$ cat config.mk
export PLATFORM = sky130hd
export DESIGN_NAME = layer_tile_planner_flat
export DESIGN_NICKNAME = d
export VERILOG_FILES = /design/src/rtl/layer_tile_planner_if.sv /design/src/rtl/layer_tile_planner.sv /design/src/flat_wrapper.sv
export SDC_FILE = /design/constraint.sdc
export NUM_CORES = 1
export LEC_CHECK = 0
export ABC_CLOCK_PERIOD_IN_PS = 8200
export CAP_MARGIN = 20
export CELL_PAD_IN_SITES_DETAIL_PLACEMENT = 1
export CELL_PAD_IN_SITES_GLOBAL_PLACEMENT = 2
export CORE_ASPECT_RATIO = 0.9
export CORE_MARGIN = 3
export CORE_UTILIZATION = 37
export CTS_CLUSTER_DIAMETER = 100
export DETAILED_ROUTE_END_ITERATION = 10
export PLACE_DENSITY_LB_ADDON = 0.3
export SLEW_MARGIN = 40
export SYNTH_ARGS = -nofsm -noshare
export SYNTH_HDL_FRONTEND = slang
export SYNTH_SLANG_ARGS = --single-unit
$ cat constraint.sdc
create_clock -name clk -period 8.2 [get_ports clk]
set_input_delay 1.23 -clock clk [delete_from_list [all_inputs] [get_ports clk]]
set_output_delay 1.23 -clock clk [all_outputs]
set_load 0.05 [all_outputs]
$ cat src/rtl/layer_tile_planner_if.sv
// layer_tile_planner_if: descriptor/result bundle for the layer tile planner.
//
// Signals (named from the planner's point of view):
//   flush_i                 synchronous abort
//   in_valid_i / in_ready_o descriptor handshake
//   layer_type_i            0=PW, 1=DW, 2=STD, 3=LIN
//   in_R_i, in_C_i          input spatial size (DIM_W)
//   in_D_i, out_K_i         input / output channel counts (CH_W)
//   stride_i, pad_*_i       stride and per-side padding (2 bits each)
//   out_valid_o/out_ready_i result handshake
//   out_R_o, out_C_o        output spatial size (DIM_W)
//   padded_R_o, padded_C_o  padded input size (DIM_W)
//   tile_D_o, tile_K_o      channel tile sizes (7 bits)
//   tile_n_o                spatial tile count, multiple of 4 (DIV_W)
//   err_o                   descriptor could not be planned
//
// Modports: master drives descriptors (bench / upstream), slave is the planner.
`timescale 1ns/1ps

interface layer_tile_planner_if #(
  parameter int unsigned DIM_W = 7,
  parameter int unsigned CH_W  = 11,
  parameter int unsigned DIV_W = 32
);
  logic             flush_i;
  logic             in_valid_i;
  logic             in_ready_o;
  logic [1:0]       layer_type_i;
  logic [DIM_W-1:0] in_R_i;
  logic [DIM_W-1:0] in_C_i;
  logic [CH_W-1:0]  in_D_i;
  logic [CH_W-1:0]  out_K_i;
  logic [1:0]       stride_i;
  logic [1:0]       pad_T_i;
  logic [1:0]       pad_B_i;
  logic [1:0]       pad_L_i;
  logic [1:0]       pad_R_i;
  logic             out_valid_o;
  logic             out_ready_i;
  logic [DIM_W-1:0] out_R_o;
  logic [DIM_W-1:0] out_C_o;
  logic [DIM_W-1:0] padded_R_o;
  logic [DIM_W-1:0] padded_C_o;
  logic [6:0]       tile_D_o;
  logic [6:0]       tile_K_o;
  logic [DIV_W-1:0] tile_n_o;
  logic             err_o;

  modport master (
    output flush_i, in_valid_i, layer_type_i, in_R_i, in_C_i, in_D_i, out_K_i,
           stride_i, pad_T_i, pad_B_i, pad_L_i, pad_R_i, out_ready_i,
    input  in_ready_o, out_valid_o, out_R_o, out_C_o, padded_R_o, padded_C_o,
           tile_D_o, tile_K_o, tile_n_o, err_o
  );

  modport slave (
    input  flush_i, in_valid_i, layer_type_i, in_R_i, in_C_i, in_D_i, out_K_i,
           stride_i, pad_T_i, pad_B_i, pad_L_i, pad_R_i, out_ready_i,
    output in_ready_o, out_valid_o, out_R_o, out_C_o, padded_R_o, padded_C_o,
           tile_D_o, tile_K_o, tile_n_o, err_o
  );
endinterface

$ cat src/rtl/layer_tile_planner.sv
// layer_tile_planner: plans output size and tile sizes for one CNN layer descriptor.
//
// Accepts a descriptor in IDLE, derives padded size, kernel and channel tiles in
// LOAD, then runs one shared restoring divider three times (out_R, out_C, tile
// count) and presents the result in DONE until out_ready_i. Invalid descriptors
// go straight from LOAD to DONE with err_o set.
//
// Ports:
//   clk    rising-edge clock
//   rst_n  asynchronous active-low reset
//   bus    layer_tile_planner_if.slave (descriptor in, result out, flush)
//
// Optional feature: define ULD_TILE_CLAMP_EN to clamp channel tiles to the
// descriptor's channel counts; without it the fixed per-layer tables are used.
//
// The interface instance must use the same DIM_W / CH_W / DIV_W as this module.
`timescale 1ns/1ps

module layer_tile_planner #(
  parameter int unsigned GLB_BYTES = 65536,
  parameter int unsigned BYTES_I   = 1,
  parameter int unsigned BYTES_W   = 1,
  parameter int unsigned BYTES_P   = 4,
  parameter int unsigned DIM_W     = 7,
  parameter int unsigned CH_W      = 11,
  parameter int unsigned DIV_W     = 32
) (
  input logic                clk,
  input logic                rst_n,
  layer_tile_planner_if.slave bus
);

  localparam int unsigned CW = $clog2(DIV_W + 1);
  localparam logic [DIV_W-1:0] GlbBytes = DIV_W'(GLB_BYTES);

  typedef enum logic [2:0] {
    StIdle,
    StLoad,
    StDivR,
    StDivC,
    StDivN,
    StDone
  } state_e;

  state_e state_q, state_d;

  // Registered descriptor
  logic [1:0]       type_q;
  logic [DIM_W-1:0] in_r_q, in_c_q;
  logic [CH_W-1:0]  in_d_q, out_k_q;
  logic [1:0]       stride_q, pad_t_q, pad_b_q, pad_l_q, pad_r_q;

  // Working terms registered in LOAD
  logic [DIM_W-1:0] padded_r_q, padded_c_q, kdim_q;
  logic [6:0]       tile_d_q, tile_k_q;
  logic [DIV_W-1:0] num_n_q, t_q;
  logic             err_pend_q;
  logic [DIM_W-1:0] out_r_w_q, out_c_w_q;

  // Divider state
  logic [DIV_W-1:0] rem_q, quo_q;
  logic [CW-1:0]    cnt_q, cnt_d;

  // Published result
  logic             out_valid_q, err_q;
  logic [DIM_W-1:0] out_r_q, out_c_q, pub_pad_r_q, pub_pad_c_q;
  logic [6:0]       pub_tile_d_q, pub_tile_k_q;
  logic [DIV_W-1:0] tile_n_q;

  logic accept, div_active, last;
  assign accept     = bus.in_valid_i && (state_q == StIdle) && !bus.flush_i;
  assign div_active = (state_q == StDivR) || (state_q == StDivC) || (state_q == StDivN);
  assign last       = (cnt_q == CW'(DIV_W - 1));

  // ---------------------------------------------------------------------------
  // LOAD: derived terms from the registered descriptor
  // ---------------------------------------------------------------------------
  logic             is_3x3;
  logic [DIM_W-1:0] kdim_c, padded_r_c, padded_c_c;
  logic [6:0]       tbl_d, tbl_k, tbl_df, tbl_kf;
  logic [6:0]       tile_d_c, tile_k_c, tile_df_c, tile_kf_c;
  logic [DIV_W-1:0] k_area, m_c, w_c, a_c, t_c, wa_c;
  logic             err_c;

  assign is_3x3     = (type_q == 2'd1) || (type_q == 2'd2);
  assign kdim_c     = is_3x3 ? DIM_W'(3) : DIM_W'(1);
  // Padding overflow wraps silently.
  assign padded_r_c = in_r_q + DIM_W'(pad_t_q) + DIM_W'(pad_b_q);
  assign padded_c_c = in_c_q + DIM_W'(pad_l_q) + DIM_W'(pad_r_q);

  always_comb begin
    tbl_d  = 7'd32;
    tbl_k  = 7'd32;
    tbl_df = 7'd32;
    tbl_kf = 7'd32;
    case (type_q)
      2'd1: begin
        tbl_d  = 7'd10;
        tbl_k  = 7'd10;
        tbl_df = 7'd1;
        tbl_kf = 7'd10;
      end
      2'd2: begin
        tbl_d  = 7'd10;
        tbl_k  = 7'd10;
        tbl_df = 7'd10;
        tbl_kf = 7'd10;
      end
      default: ;
    endcase
  end

`ifdef ULD_TILE_CLAMP_EN
  assign tile_d_c  = (in_d_q < CH_W'(tbl_d)) ? in_d_q[6:0] : tbl_d;
  assign tile_k_c  = (out_k_q < CH_W'(tbl_k)) ? out_k_q[6:0] : tbl_k;
  assign tile_df_c = (tile_d_c < tbl_df) ? tile_d_c : tbl_df;
  assign tile_kf_c = (tile_k_c < tbl_kf) ? tile_k_c : tbl_kf;
`else
  assign tile_d_c  = tbl_d;
  assign tile_k_c  = tbl_k;
  assign tile_df_c = tbl_df;
  assign tile_kf_c = tbl_kf;
`endif

  // Channel counts only matter when clamping is built in.
  logic unused_ch;
  assign unused_ch = ^{in_d_q, out_k_q};

  assign k_area = is_3x3 ? DIV_W'(9) : DIV_W'(1);
  // Line-buffer rows: one padded row plus one for DW/STD, a single pixel otherwise.
  assign m_c    = is_3x3 ? (DIV_W'(padded_c_c) + DIV_W'(1)) : DIV_W'(1);
  assign w_c    = k_area * DIV_W'(tile_df_c) * DIV_W'(tile_kf_c) * DIV_W'(BYTES_W);
  assign a_c    = m_c * DIV_W'(2) * DIV_W'(tile_d_c) * DIV_W'(BYTES_I);
  assign t_c    = DIV_W'(tile_d_c) * DIV_W'(BYTES_I) + DIV_W'(tile_k_c) * DIV_W'(BYTES_P);
  assign wa_c   = w_c + a_c;
  assign err_c  = (stride_q == 2'd0) || (padded_r_c < kdim_c) || (padded_c_c < kdim_c) ||
                  (wa_c >= GlbBytes);

  // ---------------------------------------------------------------------------
  // Shared restoring divider, one quotient bit per cycle
  // ---------------------------------------------------------------------------
  logic [DIV_W-1:0] dividend, divisor, q_in, r_in, rem_nx, quo_nx;
  logic [DIV_W:0]   rem_sh, diff;
  logic             fits;

  always_comb begin
    dividend = '0;
    divisor  = '0;
    case (state_q)
      StDivR: begin
        dividend = DIV_W'(padded_r_q) - DIV_W'(kdim_q);
        divisor  = DIV_W'(stride_q);
      end
      StDivC: begin
        dividend = DIV_W'(padded_c_q) - DIV_W'(kdim_q);
        divisor  = DIV_W'(stride_q);
      end
      StDivN: begin
        dividend = num_n_q;
        divisor  = t_q;
      end
      default: ;
    endcase
  end

  // The first iteration takes its operands directly, so no load cycle is needed.
  assign q_in   = (cnt_q == '0) ? dividend : quo_q;
  assign r_in   = (cnt_q == '0) ? '0 : rem_q;
  assign rem_sh = {r_in, q_in[DIV_W-1]};
  assign diff   = rem_sh - {1'b0, divisor};
  assign fits   = !diff[DIV_W];
  assign rem_nx = fits ? diff[DIV_W-1:0] : rem_sh[DIV_W-1:0];
  assign quo_nx = {q_in[DIV_W-2:0], fits};

  // ---------------------------------------------------------------------------
  // FSM
  // ---------------------------------------------------------------------------
  always_comb begin
    state_d = state_q;
    cnt_d   = '0;
    if (bus.flush_i) begin
      state_d = StIdle;
    end else begin
      if (div_active && !last) cnt_d = cnt_q + CW'(1);
      case (state_q)
        StIdle:  if (bus.in_valid_i) state_d = StLoad;
        StLoad:  state_d = err_c ? StDone : StDivR;
        StDivR:  if (last) state_d = StDivC;
        StDivC:  if (last) state_d = StDivN;
        StDivN:  if (last) state_d = StDone;
        StDone:  if (out_valid_q && bus.out_ready_i) state_d = StIdle;
        default: state_d = StIdle;
      endcase
    end
  end

  always_ff @(posedge clk or negedge rst_n) begin
    if (!rst_n) begin
      state_q <= StIdle;
      cnt_q   <= '0;
    end else begin
      state_q <= state_d;
      cnt_q   <= cnt_d;
    end
  end

  // ---------------------------------------------------------------------------
  // Datapath
  // ---------------------------------------------------------------------------
  always_ff @(posedge clk or negedge rst_n) begin
    if (!rst_n) begin
      type_q       <= '0;
      in_r_q       <= '0;
      in_c_q       <= '0;
      in_d_q       <= '0;
      out_k_q      <= '0;
      stride_q     <= '0;
      pad_t_q      <= '0;
      pad_b_q      <= '0;
      pad_l_q      <= '0;
      pad_r_q      <= '0;
      padded_r_q   <= '0;
      padded_c_q   <= '0;
      kdim_q       <= '0;
      tile_d_q     <= '0;
      tile_k_q     <= '0;
      num_n_q      <= '0;
      t_q          <= '0;
      err_pend_q   <= 1'b0;
      out_r_w_q    <= '0;
      out_c_w_q    <= '0;
      rem_q        <= '0;
      quo_q        <= '0;
      out_valid_q  <= 1'b0;
      err_q        <= 1'b0;
      out_r_q      <= '0;
      out_c_q      <= '0;
      pub_pad_r_q  <= '0;
      pub_pad_c_q  <= '0;
      pub_tile_d_q <= '0;
      pub_tile_k_q <= '0;
      tile_n_q     <= '0;
    end else begin
      if (accept) begin
        type_q   <= bus.layer_type_i;
        in_r_q   <= bus.in_R_i;
        in_c_q   <= bus.in_C_i;
        in_d_q   <= bus.in_D_i;
        out_k_q  <= bus.out_K_i;
        stride_q <= bus.stride_i;
        pad_t_q  <= bus.pad_T_i;
        pad_b_q  <= bus.pad_B_i;
        pad_l_q  <= bus.pad_L_i;
        pad_r_q  <= bus.pad_R_i;
      end

      if (state_q == StLoad) begin
        padded_r_q <= padded_r_c;
        padded_c_q <= padded_c_c;
        kdim_q     <= kdim_c;
        tile_d_q   <= tile_d_c;
        tile_k_q   <= tile_k_c;
        num_n_q    <= GlbBytes - wa_c;
        t_q        <= t_c;
        err_pend_q <= err_c;
      end

      if (div_active) begin
        rem_q <= rem_nx;
        quo_q <= quo_nx;
      end
      if ((state_q == StDivR) && last) out_r_w_q <= quo_nx[DIM_W-1:0] + DIM_W'(1);
      if ((state_q == StDivC) && last) out_c_w_q <= quo_nx[DIM_W-1:0] + DIM_W'(1);

      // Results are published only when complete; a flush leaves them untouched.
      if (bus.flush_i) begin
        out_valid_q <= 1'b0;
        err_q       <= 1'b0;
      end else if ((state_q == StDivN) && last) begin
        out_valid_q  <= 1'b1;
        err_q        <= 1'b0;
        out_r_q      <= out_r_w_q;
        out_c_q      <= out_c_w_q;
        tile_n_q     <= {quo_nx[DIV_W-1:2], 2'b00};
        pub_pad_r_q  <= padded_r_q;
        pub_pad_c_q  <= padded_c_q;
        pub_tile_d_q <= tile_d_q;
        pub_tile_k_q <= tile_k_q;
      end else if ((state_q == StDone) && err_pend_q && !out_valid_q) begin
        out_valid_q  <= 1'b1;
        err_q        <= 1'b1;
        out_r_q      <= '0;
        out_c_q      <= '0;
        tile_n_q     <= '0;
        pub_pad_r_q  <= padded_r_q;
        pub_pad_c_q  <= padded_c_q;
        pub_tile_d_q <= tile_d_q;
        pub_tile_k_q <= tile_k_q;
      end else if ((state_q == StDone) && out_valid_q && bus.out_ready_i) begin
        out_valid_q <= 1'b0;
        err_q       <= 1'b0;
      end
    end
  end

  assign bus.in_ready_o  = (state_q == StIdle);
  assign bus.out_valid_o = out_valid_q;
  assign bus.err_o       = err_q;
  assign bus.out_R_o     = out_r_q;
  assign bus.out_C_o     = out_c_q;
  assign bus.padded_R_o  = pub_pad_r_q;
  assign bus.padded_C_o  = pub_pad_c_q;
  assign bus.tile_D_o    = pub_tile_d_q;
  assign bus.tile_K_o    = pub_tile_k_q;
  assign bus.tile_n_o    = tile_n_q;

endmodule

$ cat src/flat_wrapper.sv
// flat-port wrapper written by rule: the top's interface ports become plain ports
module layer_tile_planner_flat 
#(
  parameter int unsigned GLB_BYTES = 65536,
  parameter int unsigned BYTES_I   = 1,
  parameter int unsigned BYTES_W   = 1,
  parameter int unsigned BYTES_P   = 4,
  parameter int unsigned DIM_W     = 7,
  parameter int unsigned CH_W      = 11,
  parameter int unsigned DIV_W     = 32
)
  (clk, rst_n, bus_flush_i, bus_in_valid_i, bus_layer_type_i, bus_in_R_i, bus_in_C_i, bus_in_D_i, bus_out_K_i, bus_stride_i, bus_pad_T_i, bus_pad_B_i, bus_pad_L_i, bus_pad_R_i, bus_out_ready_i, bus_in_ready_o, bus_out_valid_o, bus_out_R_o, bus_out_C_o, bus_padded_R_o, bus_padded_C_o, bus_tile_D_o, bus_tile_K_o, bus_tile_n_o, bus_err_o);
  layer_tile_planner_if #(.DIM_W(DIM_W), .CH_W(CH_W), .DIV_W(DIV_W)) bus_i ();
  input logic clk;
  input logic rst_n;
  input wire logic [$bits(bus_i.flush_i)-1:0] bus_flush_i;
  input wire logic [$bits(bus_i.in_valid_i)-1:0] bus_in_valid_i;
  input wire logic [$bits(bus_i.layer_type_i)-1:0] bus_layer_type_i;
  input wire logic [$bits(bus_i.in_R_i)-1:0] bus_in_R_i;
  input wire logic [$bits(bus_i.in_C_i)-1:0] bus_in_C_i;
  input wire logic [$bits(bus_i.in_D_i)-1:0] bus_in_D_i;
  input wire logic [$bits(bus_i.out_K_i)-1:0] bus_out_K_i;
  input wire logic [$bits(bus_i.stride_i)-1:0] bus_stride_i;
  input wire logic [$bits(bus_i.pad_T_i)-1:0] bus_pad_T_i;
  input wire logic [$bits(bus_i.pad_B_i)-1:0] bus_pad_B_i;
  input wire logic [$bits(bus_i.pad_L_i)-1:0] bus_pad_L_i;
  input wire logic [$bits(bus_i.pad_R_i)-1:0] bus_pad_R_i;
  input wire logic [$bits(bus_i.out_ready_i)-1:0] bus_out_ready_i;
  output wire logic [$bits(bus_i.in_ready_o)-1:0] bus_in_ready_o;
  output wire logic [$bits(bus_i.out_valid_o)-1:0] bus_out_valid_o;
  output wire logic [$bits(bus_i.out_R_o)-1:0] bus_out_R_o;
  output wire logic [$bits(bus_i.out_C_o)-1:0] bus_out_C_o;
  output wire logic [$bits(bus_i.padded_R_o)-1:0] bus_padded_R_o;
  output wire logic [$bits(bus_i.padded_C_o)-1:0] bus_padded_C_o;
  output wire logic [$bits(bus_i.tile_D_o)-1:0] bus_tile_D_o;
  output wire logic [$bits(bus_i.tile_K_o)-1:0] bus_tile_K_o;
  output wire logic [$bits(bus_i.tile_n_o)-1:0] bus_tile_n_o;
  output wire logic [$bits(bus_i.err_o)-1:0] bus_err_o;
  assign bus_i.flush_i = bus_flush_i;
  assign bus_i.in_valid_i = bus_in_valid_i;
  assign bus_i.layer_type_i = bus_layer_type_i;
  assign bus_i.in_R_i = bus_in_R_i;
  assign bus_i.in_C_i = bus_in_C_i;
  assign bus_i.in_D_i = bus_in_D_i;
  assign bus_i.out_K_i = bus_out_K_i;
  assign bus_i.stride_i = bus_stride_i;
  assign bus_i.pad_T_i = bus_pad_T_i;
  assign bus_i.pad_B_i = bus_pad_B_i;
  assign bus_i.pad_L_i = bus_pad_L_i;
  assign bus_i.pad_R_i = bus_pad_R_i;
  assign bus_i.out_ready_i = bus_out_ready_i;
  assign bus_in_ready_o = bus_i.in_ready_o;
  assign bus_out_valid_o = bus_i.out_valid_o;
  assign bus_out_R_o = bus_i.out_R_o;
  assign bus_out_C_o = bus_i.out_C_o;
  assign bus_padded_R_o = bus_i.padded_R_o;
  assign bus_padded_C_o = bus_i.padded_C_o;
  assign bus_tile_D_o = bus_i.tile_D_o;
  assign bus_tile_K_o = bus_i.tile_K_o;
  assign bus_tile_n_o = bus_i.tile_n_o;
  assign bus_err_o = bus_i.err_o;
  layer_tile_planner #(.GLB_BYTES(GLB_BYTES), .BYTES_I(BYTES_I), .BYTES_W(BYTES_W), .BYTES_P(BYTES_P), .DIM_W(DIM_W), .CH_W(CH_W), .DIV_W(DIV_W)) u_core (.clk(clk), .rst_n(rst_n), .bus(bus_i));
endmodule
# Word level (Yosys, flattened, before mapping)
# Index checks and enable logic that the tools add are counted.
# totals
regBits	275
# classes
n_addsub	13
mul	3
n_lt_le_gt_ge	3
eq_ne	13
n_mux	37
bitwise	1
reduce_logical	30
# op_table
operator	n
32-bit 2-to-1 mux	5
32-bit one-hot mux with 3 select lines	1
32-bit by 6-bit multiplier with 32-bit output	2
32-bit one-hot mux with 2 select lines	1
7-bit 2-to-1 mux	9
33-bit by 32-bit subtractor with 33-bit output	1
32-bit adder	1
32-bit by 17-bit >= comparator with 1-bit output, second input constant	1
17-bit by 32-bit subtractor with 32-bit output, first input constant	1
31-bit by 6-bit multiplier with 31-bit output	1
31-bit 2-to-1 mux	1
7-bit by 2-bit adder with 7-bit output	4
3-bit 2-to-1 mux	7
6-bit 2-to-1 mux	3
3-bit one-hot mux with 6 select lines	1
7-bit by 7-bit subtractor with 8-bit output	2
7-bit less-than comparator	2
3-bit by 2-bit != test with 1-bit output, second input constant	4
6-bit one-hot mux with 2 select lines	1
1-bit logical AND	11
6-bit by 8-bit adder with 9-bit output	1
7-bit by 1-bit adder with 8-bit output, second input constant	1
7-bit by 1-bit adder with 7-bit output, second input constant	1
6-bit by 1-bit adder with 6-bit output, second input constant	1
other kinds (21)	37

# Longest topological paths before layout
# logic_depth
ltp_word	11
mapped_depth	28

# Least setup slack after synthesis
# OpenSTA, ideal clock, no wires.
# synth_timing
path_kind	flip-flop to flip-flop
start	register u_core.pad_r_q[1]
end	register u_core.num_n_q[14]
arrival_ns	6.453
required_time_ns	8.131
setup_slack_ns	1.678
stages_incl_launch_ff	27
synth_period_minus_slack_ns	6.522
path_cell_list	dfrtp_1 -> fa_1 -> ha_1 -> fa_1 -> nand3_1 -> nor2_1 -> nand2_1 -> xnor2_1 -> nor2_1 -> fa_1 -> ha_1 -> ha_1 -> a21o_1 -> a21oi_1 -> o21bai_1 -> a21oi_1 -> xor2_1 -> fa_1 -> inv_1 -> ha_1 -> and3_1 -> nor4b_1 -> a221o_1 -> a211oi_1 -> or3_1 -> or4_1 -> nand3_1
# synth_between
elab_chain_len	6
# synth_rtl
item	line	rtl
start: declaration	layer_tile_planner.sv:51	logic [1:0] stride_q, pad_t_q, pad_b_q, pad_l_q, pad_r_q;
start signal: assignment	layer_tile_planner.sv:254	pad_r_q <= bus.pad_R_i;
7-bit by 2-bit adder with 7-bit output	layer_tile_planner.sv:89	assign padded_c_c = in_c_q + DIM_W'(pad_l_q) + DIM_W'(pad_r_q);
named net u_core.padded_c_c[2]	layer_tile_planner.sv:79	logic [DIM_W-1:0] kdim_c, padded_r_c, padded_c_c;
7-bit by 1-bit adder with 8-bit output	layer_tile_planner.sv:131	assign m_c = is_3x3 ? (DIV_W'(padded_c_c) + DIV_W'(1)) : DIV_W'(1);
31-bit 2-to-1 mux	layer_tile_planner.sv:131	
31-bit by 6-bit multiplier with 31-bit output	layer_tile_planner.sv:133	assign a_c = m_c * DIV_W'(2) * DIV_W'(tile_d_c) * DIV_W'(BYTES_I);
32-bit adder	layer_tile_planner.sv:135	assign wa_c = w_c + a_c;
17-bit by 32-bit subtractor with 32-bit output	layer_tile_planner.sv:263	num_n_q <= GlbBytes - wa_c;
end signal: assignment	layer_tile_planner.sv:263	
end: declaration	layer_tile_planner.sv:56	logic [DIV_W-1:0] num_n_q, t_q;
# The timed path passes the listed nets, and every way through them passes these cells.
# A chain may end at the register's enable or synchronous reset.

# Worst setup path in the final report
# layout_timing
start	register u_core.pad_r_q[1]
end	register u_core.num_n_q[16]
# Same word-level chain as after synthesis.

==> key figures <==
Logic synthesis
  – Ys flop type: dfrtp_1
  – Ys async rst share: 100%
  – Post-Syn Area: 12900 um2
  – Top cells by area, synth: dfrtp_1, ha_1, mux2_2
  – Yosys top cell area share: 43.1%
  – Cell taking the most area after synthesis: dfrtp_1
  – Netlist cell types: 76
  – Cells after Synth: 1342
  – Post-synth EDFFs: 0
  – Avg Inst Size Synth: 9.64 um2
  – Synth warn: 0
  – #FFs+latches synth: 223
  – Sequential area share after synthesis: 43.1%

Global routing
  – Remaining Overflow, GRT: 0
  – First-pass GRT wire length: 57.6 mm
  – Largest net degree at the start of global routing: 88
  – Vias in the first global route: 10600
  – Antenna violations before repair: 0
  – Total track usage: 18.6%

Worst setup path
  – Reg2reg start: u_core.pad_r_q[1]
  – WS Path Type: flop to flop
  – Worst R2R End: u_core.num_n_q[16]
  – Worst R2R Setup Slack: 1.08 ns
  – Crit end category: flop
  – CP required: 8.64 ns
  – Max FO, Critical Path: 9
  – Cells on worst reg2reg path: 26
  – Worst setup SP type: flop
  – Crit path DAT: 7.56 ns

Worst hold path
  – Hold Crit Class: flop to flop
  – Hold_sp: u_core.rem_q[6]
  – Hold depth: 2
  – Hold endpoint: u_core.rem_q[6]

Routing
  – Vias per cell: 5.35
  – Drt initial violations: 444
  – Antenna-violating nets left: 0
  – Residual DRC count: 0
  – Drt wl/cell: 18.2 um
  – Drt first pass iters: 4
  – DRT Wirelength: 34.3 mm
  – Vias after detailed routing: 10100

Timing
  – Fin. Hold Viols: 0
  – Final min period: 7.12 ns
  – Final Worst Setup Slack: 1.08 ns
  – Final period utilization: 86.8%
  – RSZ-0062 raised after global routing: no
  – Slew Limit Fails: 0
  – Worst relative slew slack: 46.9%
  – F_max: 0.140 GHz
  – Clk_skew: 0.0179 ns
  – Slew @ Worst Pin: 0.790 ns
  – Final setup vio count: 0
  – Setup TNS: 0 ns

CTS
  – TritonCTS buffer count: 26
  – CTS tree: yes
  – # hold bufs at CTS: 0
  – Worst-Skew Late Latency: 0.54 ns
  – Clock Sinks: 223
  – Root Buffer: clkbuf_16
  – # H-tree levels: 1
  – Reg clk slew, reported paths: 0.06 ns
  – CTS resizes: 0
  – Post-CTS setup buffer count: 0
  – Clock Path Buffers: 3

Die
  – Die area: 37300 um2
  – Chip height: 183 um
  – Core Box Area: 34300 um2
  – Ports: 130
  – Site row count: 64
  – Initial core utilization: 37.8%
  – Chip width: 203 um

Job
  – Max cap viols: 0

Placed design
  – I/O Buffers: 97
  – Dpl cells: 1836
  – Pre-CTS WS: 1.05 ns
  – Placer's final routability congestion estimate: 0.807
  – Hpwl dp: 24.2 mm

Finish
  – Layout cells sized above 1: 10.5%
  – Syn-to-layout area delta: 17.1%
  – Final non-filler cell total: 1884
  – ANT cells: 0
  – Layout Nets: 1536
  – Final core utilization: 44.2%

Outcome
  – Run status: completed
-- worst max-delay path: stages, from the launching register on --
cell	delay, ns
dfrtp_1	0.39
fa_1	0.48
ha_1	0.24
fa_1	0.60
nand3_1	0.12
nor2_1	0.18
nand2_1	0.13
xnor2_1	0.21
nor2_1	0.09
fa_1	0.49
ha_1	0.34
ha_1	0.30
a21o_1	0.17
a21oi_1	0.21
o21bai_1	0.09
a21oi_1	0.21
xor2_1	0.11
fa_1	0.49
inv_1	0.04
ha_1	0.35
inv_1	0.13
nor3_1	0.05
a21oi_1	0.11
o311ai_0	0.25
nand4b_1	0.48
or4_1	0.52
o31ai_1	0.22
-- state kept, by name, summed over array words and instances (netlist names), 6 cells and up --
name	cells
u_core.quo_q	32
u_core.rem_q	32
u_core.bus.tile_n_o	30
u_core.num_n_q	30
u_core.bus.out_C_o	7
u_core.bus.out_R_o	7
u_core.bus.padded_C_o	7
u_core.bus.padded_R_o	7
u_core.in_c_q	7
u_core.in_r_q	7
u_core.out_c_w_q	7
u_core.out_r_w_q	7
u_core.padded_c_q	7
u_core.padded_r_q	7
u_core.cnt_q	6
-- cells in the final DEF (no fill, tap or decap), types with 10 or more instances in the layout --
| cell type | synthesis | routed |
|---|---|---|
| a211oi_1 | 13 | 13 |
| a21o_1 | 10 | 10 |
| a21oi_1 | 68 | 67 |
| a22o_1 | 35 | 35 |
| and2_1 | 24 | 24 |
| buf_4 | 14 | 14 |
| clkbuf_16 | 0 | 26 |
| clkdlybuf4s50_1 | 0 | 96 |
| conb_1 | 1 | 14 |
| dfrtp_1 | 223 | 223 |
| fa_1 | 13 | 13 |
| ha_1 | 68 | 67 |
| inv_1 | 44 | 44 |
| mux2_2 | 65 | 65 |
| nand2_1 | 167 | 167 |
| nand2b_1 | 12 | 12 |
| nand3_1 | 26 | 26 |
| nand4_1 | 14 | 14 |
| nor2_1 | 82 | 80 |
| nor2b_1 | 11 | 11 |
| nor3_1 | 29 | 27 |
| nor4_1 | 10 | 10 |
| o211ai_1 | 11 | 11 |
| o21ai_0 | 94 | 94 |
| o31ai_1 | 10 | 10 |
| or3_1 | 11 | 10 |
| or4_1 | 17 | 17 |
| xnor2_1 | 33 | 33 |
| xor2_1 | 32 | 32 |
-- logic make-up after synthesis --
family / synth area share, %
and+or+nand+nor: 16.4
AOI/OAI and AO/OA: 16.7
DFF: 43.1
buffers and inverters: 4.69
adders and majority gates: 8.59
muxes: 6.12
xor gates and xnor gates: 4.40
other: 0.0290
-- worst max path at each step --
stage | from | to | slack (ns) | cells after the start
detailed placement | u_core.pad_r_q[1] | u_core.num_n_q[16] | 1.05 | 26
floorplan | u_core.pad_r_q[1] | u_core.num_n_q[14] | 1.68 | 26
global placement | u_core.pad_r_q[1] | u_core.num_n_q[16] | 1.08 | 26
global route | u_core.pad_r_q[1] | u_core.num_n_q[16] | 0.41 | 26
CTS | u_core.pad_r_q[1] | u_core.num_n_q[16] | 1.02 | 26
finish | u_core.pad_r_q[1] | u_core.num_n_q[16] | 1.08 | 26
-- area by class of cell --
cell class	count	area, um2
repair buffers	113	1100
inverters	46	175
fillers	3932	19100
well taps	462	578
clock inverters	12	138
clock buffers	36	738
flip-flops and latches	223	5580
multi-input cells	992	6840
-- synth_stat cells, types with 6 or more instances --
library cell,count
or3_1,11
inv_1,44
nor2_1,82
a21oi_1,68
nand4_1,14
o31ai_1,10
a22oi_1,8
dfrtp_1,223
nand2b_1,12
nor3_1,29
xor2_1,32
buf_4,14
mux2_2,65
o21ai_0,94
and2_1,24
o21bai_1,7
a21o_1,10
o211ai_1,11
nand3_1,26
nor4_1,10
or4_1,17
o311ai_0,9
fa_1,13
a211oi_1,13
xnor2_1,33
a22o_1,35
mux2i_1,6
nor2b_1,11
clkbuf_1,71
nand2_1,167
ha_1,68
and3_1,6
-- through the flow --
| step | hold slack, ns | area [um2] |
|---|---|---|
| 6_report | 0.477 | 15200 |
| 4_1_cts | 0.479 | 15100 |
| 3_5_place_dp | 0.466 | 14300 |
| 3_3_place_gp | 0.459 | 14300 |
| 2_1_floorplan | 0.442 | 13000 |
| 5_1_grt | 0.493 | 15200 |
-- metal layers --
layer	up-vias	wire [um]	global-route usage, %
li1	4889	-	-
met4	0	435	3.08
met5	-	0	0
met2	93	16400	31.5
met1	5059	16600	26.3
met3	31	810	2.01
Power is left out: the tool's default activity adds up to more than one toggle a clock period on the data nets, which glitch-free logic cannot reach.
